--- src/rtl/my_decoder_pkg.sv ---
// Shared widths and types for the my_decoder slice.
// Optional hit counters are enabled by defining MY_DECODER_STATS_EN.
package my_decoder_pkg;

    localparam int IN_W_DEF  = 2;
    localparam int CNT_W_DEF = 8;

    function automatic int out_w(input int in_w);
        return 1 << in_w;
    endfunction

    localparam int OUT_W_DEF = out_w(IN_W_DEF);

    typedef logic [OUT_W_DEF-1:0] onehot_t;

endpackage

--- src/rtl/my_decoder_onehot.sv ---
// Combinational binary-to-one-hot decode.
// The shift form makes an unknown select propagate as all-X instead of a wrong one-hot.
module my_decoder_onehot
    import my_decoder_pkg::*;
#(
    parameter int IN_W  = IN_W_DEF,
    parameter int OUT_W = out_w(IN_W)
) (
    input  logic [IN_W-1:0]  in,
    output logic [OUT_W-1:0] out
);

    assign out = OUT_W'(1) << in;

endmodule

--- src/rtl/my_decoder.sv ---
// Decoder with a combinational one-hot output and a registered copy.
// Defining MY_DECODER_STATS_EN adds saturating per-code hit counters readable via rd_sel.
module my_decoder
    import my_decoder_pkg::*;
#(
    parameter int IN_W  = IN_W_DEF,
    parameter int CNT_W = CNT_W_DEF
) (
    input  logic                     clk,
    input  logic                     reset,
    input  logic [IN_W-1:0]          in,
    input  logic                     in_valid,
    output logic [out_w(IN_W)-1:0]   out,
    output logic [out_w(IN_W)-1:0]   out_q,
    output logic                     out_q_valid,
    input  logic [IN_W-1:0]          rd_sel,
    output logic [CNT_W-1:0]         rd_hits
);

    localparam int OUT_W = out_w(IN_W);

    logic [OUT_W-1:0] dec;

    my_decoder_onehot #(
        .IN_W  (IN_W),
        .OUT_W (OUT_W)
    ) u_onehot (
        .in  (in),
        .out (dec)
    );

    assign out = dec;

    // in_valid is a plain qualifier: no backpressure, a decode is captured on every
    // qualified edge; out_q holds its last decode while out_q_valid drops.
    always_ff @(posedge clk) begin
        if (!reset) begin
            out_q       <= '0;
            out_q_valid <= 1'b0;
        end else begin
            out_q_valid <= in_valid;
            if (in_valid) begin
                out_q <= dec;
            end
        end
    end

`ifdef MY_DECODER_STATS_EN
    logic [CNT_W-1:0] hits [OUT_W];

    always_ff @(posedge clk) begin
        for (int i = 0; i < OUT_W; i++) begin
            if (!reset) begin
                hits[i] <= '0;
            end else if (in_valid && in == IN_W'(i) && hits[i] != '1) begin
                hits[i] <= hits[i] + 1'b1;
            end
        end
    end

    assign rd_hits = hits[rd_sel];
`else
    logic unused_rd_sel;

    assign unused_rd_sel = ^rd_sel;
    assign rd_hits       = '0;
`endif

endmodule

--- config.mk ---
export PLATFORM = sky130hd
export DESIGN_NAME = my_decoder
export DESIGN_NICKNAME = d
export VERILOG_FILES = /design/src/rtl/my_decoder_pkg.sv /design/src/rtl/my_decoder_onehot.sv /design/src/rtl/my_decoder.sv
export SDC_FILE = /design/constraint.sdc
export NUM_CORES = 1
export LEC_CHECK = 0
export ABC_AREA = 1
export ABC_CLOCK_PERIOD_IN_PS = 800
export CELL_PAD_IN_SITES_DETAIL_PLACEMENT = 0
export CELL_PAD_IN_SITES_GLOBAL_PLACEMENT = 1
export CORE_MARGIN = 2
export CORE_UTILIZATION = 20
export CTS_BUF_LIST = sky130_fd_sc_hd__clkbuf_8
export DETAILED_ROUTE_END_ITERATION = 10
export PLACE_DENSITY_LB_ADDON = 0.1
export SLEW_MARGIN = 10
export SYNTH_ARGS = -nofsm -noshare
export SYNTH_HDL_FRONTEND = slang
export SYNTH_HIERARCHICAL = 1
export SYNTH_SLANG_ARGS = --single-unit
--- constraint.sdc ---
create_clock -name clk -period 0.8 [get_ports clk]
set_clock_uncertainty 0.1 [all_clocks]
set_input_delay 0.2 -clock clk [delete_from_list [all_inputs] [get_ports clk]]
set_output_delay 0.2 -clock clk [all_outputs]
set_load 0.05 [all_outputs]
# --- After elaboration in Yosys (flattened, before gate mapping) ---
# Cells that the tools add are included.
# W data, S select, Z words.
word_totals:
  in_bits: 7
  ff_bits: 5
  wordCells: 3
op_classes:
  shifts: 1
op_table:
  columns: ["op", "n"]
  rows:
  - ["$shl A1 B2 Y4 const A", 1]

# --- Depth between registers and ports, before layout ---
depth:
  ltp_word: 1
  ltp_mapped: 6

# --- Hierarchy ---
# Netlist, hierarchy kept.
by_module_without_submodules:
  columns: ["module", "cells_each", "n_inst", "area_per_inst_um2"]
  rows:
  - ["my_decoder", 37, 1, 267.8]
  - ["my_decoder_onehot", 7, 1, 26.3]

# --- Worst setup path after synthesis ---
# No wires, ideal clock.
synth_timing:
  path_type: "input -> register"
  start: "input in[1]"
  end: "register out_q[2]"
  setup_ns: 0.064
  slack_ns: -0.561
  t_arrival_ns: 1.197
  n_path_buf: 0
  path_stages: 6
  cell_sequence: "inv_1 -> nor2_1 -> inv_1 -> nand2_2 -> nand2_1 -> nor2_1"
synth_between:
  elab_chain_len: 1
synth_rtl:
  columns: ["element", "line", "text"]
  rows:
  - ["from (decl)", "my_decoder.sv:11", "input logic [IN_W-1:0] in,"]
  - ["$shl A1 B2 Y4", "my_decoder_onehot.sv:13", "assign out = OUT_W'(1) << in;"]
  - ["via out[2]", "my_decoder.sv:13", "output logic [out_w(IN_W)-1:0] out,"]
  - ["to (signal assigned)", "my_decoder.sv:38", "out_q <= '0;"]
  - ["to (signal assigned)", "my_decoder.sv:43", "out_q <= dec;"]
  - ["to (decl)", "my_decoder.sv:14", "output logic [out_w(IN_W)-1:0] out_q,"]
# The timed path passes the listed nets, and every way through them passes these cells.
# A chain may end at the register's enable or synchronous reset.

# --- Worst setup path after layout ---
layout_timing:
  start: "input in[1]"
  end: "output out[1]"
layout_between:
  elab_chain_len: 1
layout_rtl:
  columns: ["element", "line"]
  rows:
  - ["$shl A1 B2 Y4", "my_decoder_onehot.sv:13"]
  - ["to (decl)", "my_decoder.sv:13"]
# No other way between the ends.

==> impl_metrics.tcl <==
set metrics [dict create \
    outcome "complete, but fails checks" \
    violations "negative setup slack" \
    h-tree-depth 1 \
    first_pass_iters 2 \
    worst_slack_ps -219 \
    crit_type "input pin to primary output" \
    die_w_um 42.3 \
    path_buf_inv 3 \
    holdPathEnd "out_q[2]" \
    p_comb_share_pct 37.7 \
    cts_buffers 3 \
    nNetsFinal 77 \
    die_area_um2 1790 \
    die_h_um 42.3 \
    num_vias 318 \
    final_cell_mix "buf_12, conb_1, nor2_1, buf_6" \
    r2r-start "out_q[3]" \
    max_freq_mhz 981 \
    fp.coreArea_um2 1330 \
    leakage_uw 0.000333 \
    hold_viol 0 \
    rr_worst_depth 3 \
    syn_inst 44 \
    grt_overflow 0 \
    wl_per_cell_um 7.95 \
    cp-start-kind "input pin" \
    fin_crit_ps 1020 \
    syn_avg_cell_area_um2 6.68 \
    synthToLayoutAreaGrowth_pct 132 \
    setup.worst_path.end_class "primary output" \
    antenna_found_initial 0 \
    dr.first_iter.drc_count 1 \
    clock-sinks 5 \
    crit_path_frequent_cell "buf_6" \
    hold_path_depth 6 \
    dpl.hpwl_um 553 \
    final_core_util_pct 51.2 \
    path_clk_slew_ps 30 \
    grt_start_max_net_pins 6 \
    num_antenna_cells 0 \
    synth_top_area_share_pct 34.0 \
    hp-start "in[0]" \
    ant_nets 0 \
    switching_power_uw 387 \
    insertion_delay_ps 220 \
    ys_top_cells_by_area "dfxtp_1, buf_4, nor2_1, inv_1, nand2_1" \
    cpLargestDelayFamily "buffers and inverters" \
    synth_area_um2 294 \
    powerDensity_nw_per_um2 1700 \
    grt_pass1_vias 311 \
    wl_um 668 \
    rr_endpoint "out_q[3]" \
    hold_path_class "input pin to flop" \
    drv_cap 0 \
    switching_share_pct 33.2 \
    core.rowCount 13 \
    synth-seq-cells 5 \
    slew_viol_final 0 \
    grt_util_all_layers_pct 9.96 \
    rrSetupSlack_ps 20 \
    ys_warn_count 6 \
    clkPwrFrac_pct 37.9 \
    setup_violations 11 \
    boundaryPins 24 \
    cts-hold-fix-buffers 0 \
    rsz0062_at_grt "yes" \
    post-place-ws_ps -650 \
    portBuffers 13 \
    cp-startpoint "in[1]" \
    globalplace.congestion 0.615 \
    slowest_delay_ps 150 \
    cts_root_buf "clkbuf_8" \
    ir_drop_mv 0.817 \
    cts_tree "yes" \
    cp.arrival_ps 720 \
    timing.final.crit_share_pct 127 \
    synth.yosys.seq_area_share_pct 34.0 \
    p_seq_share_pct 24.5 \
    worstPathCellList "buf_6 -> buf_6 -> nor2_4 -> buf_12" \
    grt_pass1_wl_um 1250 \
    synthDistinctLibCells 9 \
    intPower_uw 777 \
    crit_slowest_cell "nor2_4" \
    start_util_pct 22.0 \
    clk_path_buf_depth 2 \
    cp.required_ps 500 \
    avgViaCountPerCell 3.79 \
    drive_gt1_share_pct 63.8 \
    layout_commonest_cell "buf_12" \
    yosys.area.top_type "dfxtp_1" \
    route.detailed.drc 0 \
    crit_path_max_fanout 3 \
]
## layout make-up
class,instances,area (um^2)
Sequential cell,5,106
Clock inverter,1,3.75
Inverter,8,38.8
Clock buffer,3,41.3
Timing Repair Buffer,23,314
Fill cell,127,651
Tap cell,15,18.8
Multi-Input combinational cell,29,160
## state kept, by name, indices dropped and copies added, names as in the netlist
signal and flops:
out_q_valid 1, out_q 4
## worst reg2reg max path, delay by kind of cell, from the launching register on
kind | cells | cell delay [ps]
buffers and inverters | 1 | 120
AND/OR/NAND/NOR | 2 | 130
flip-flops | 1 | 320
## worst max path at each step
stage,end,slack [ps],cells after the start
floorplan,out_q[3],-120,6
global placement,out[3],-630,5
detailed placement,out[3],-650,5
CTS,out[3],-230,5
global route,out[1],-250,4
finish,out[1],-220,4
## repair_timing
| item | CTS | global route |
|---|---|---|
| setup buffers | 4 | 2 |
| gates resized for setup | 21 | 3 |
| endpoints found under the setup margin | 14 | 12 |
| pin swaps | 3 | 3 |
| hold endpoints to repair | 0 | 0 |
## metrics by stage
stage / std cells / power (uW) / cell area, um^2 / hold slack, ps / setup TNS, ps
detailed placement: 76 / 703 / 584 / 385 / -5150
floorplan: 51 / 551 / 372 / 198 / -391
global placement: 76 / 698 / 584 / 381 / -4990
global route: 84 / 1230 / 683 / 309 / -2360
CTS: 84 / 1190 / 684 / 311 / -1950
finish: 84 / 1160 / 683 / 272 / -1970
## metal layers
metal	global-route usage [%]	up-vias	share of wire, %
met3	6.47	2	10
met4	5.63	0	1.5
met5	0	-	0
met1	9.02	144	32
li1	-	156	-
met2	16.6	16	56
## synthesized netlist by cell type, drive strengths merged
cell	n
dfxtp	5
nor2	11
conb	1
inv	8
nand2	10
buf	9
## power by group through the flow
| stage | Clock, uW | Sequential (uW) | Combinational, uW |
|---|---|---|---|
| finish | 441 | 285 | 439 |
| CTS | 461 | 285 | 443 |
| floorplan | 0 | 334 | 217 |
| global placement | 0 | 288 | 410 |
| global route | 484 | 286 | 462 |
| detailed placement | 0 | 289 | 414 |
## cells by family (layout without fill, tap and decap cells)
logic type / Yosys count / in the layout / synth area share, %
DFF: 5 / 5 / 34.0
other: 1 / 8 / 1.28
and+or+nand+nor: 21 / 21 / 30.2
buffers and inverters: 17 / 35 / 34.5
(Power assumes the default switching activity.)
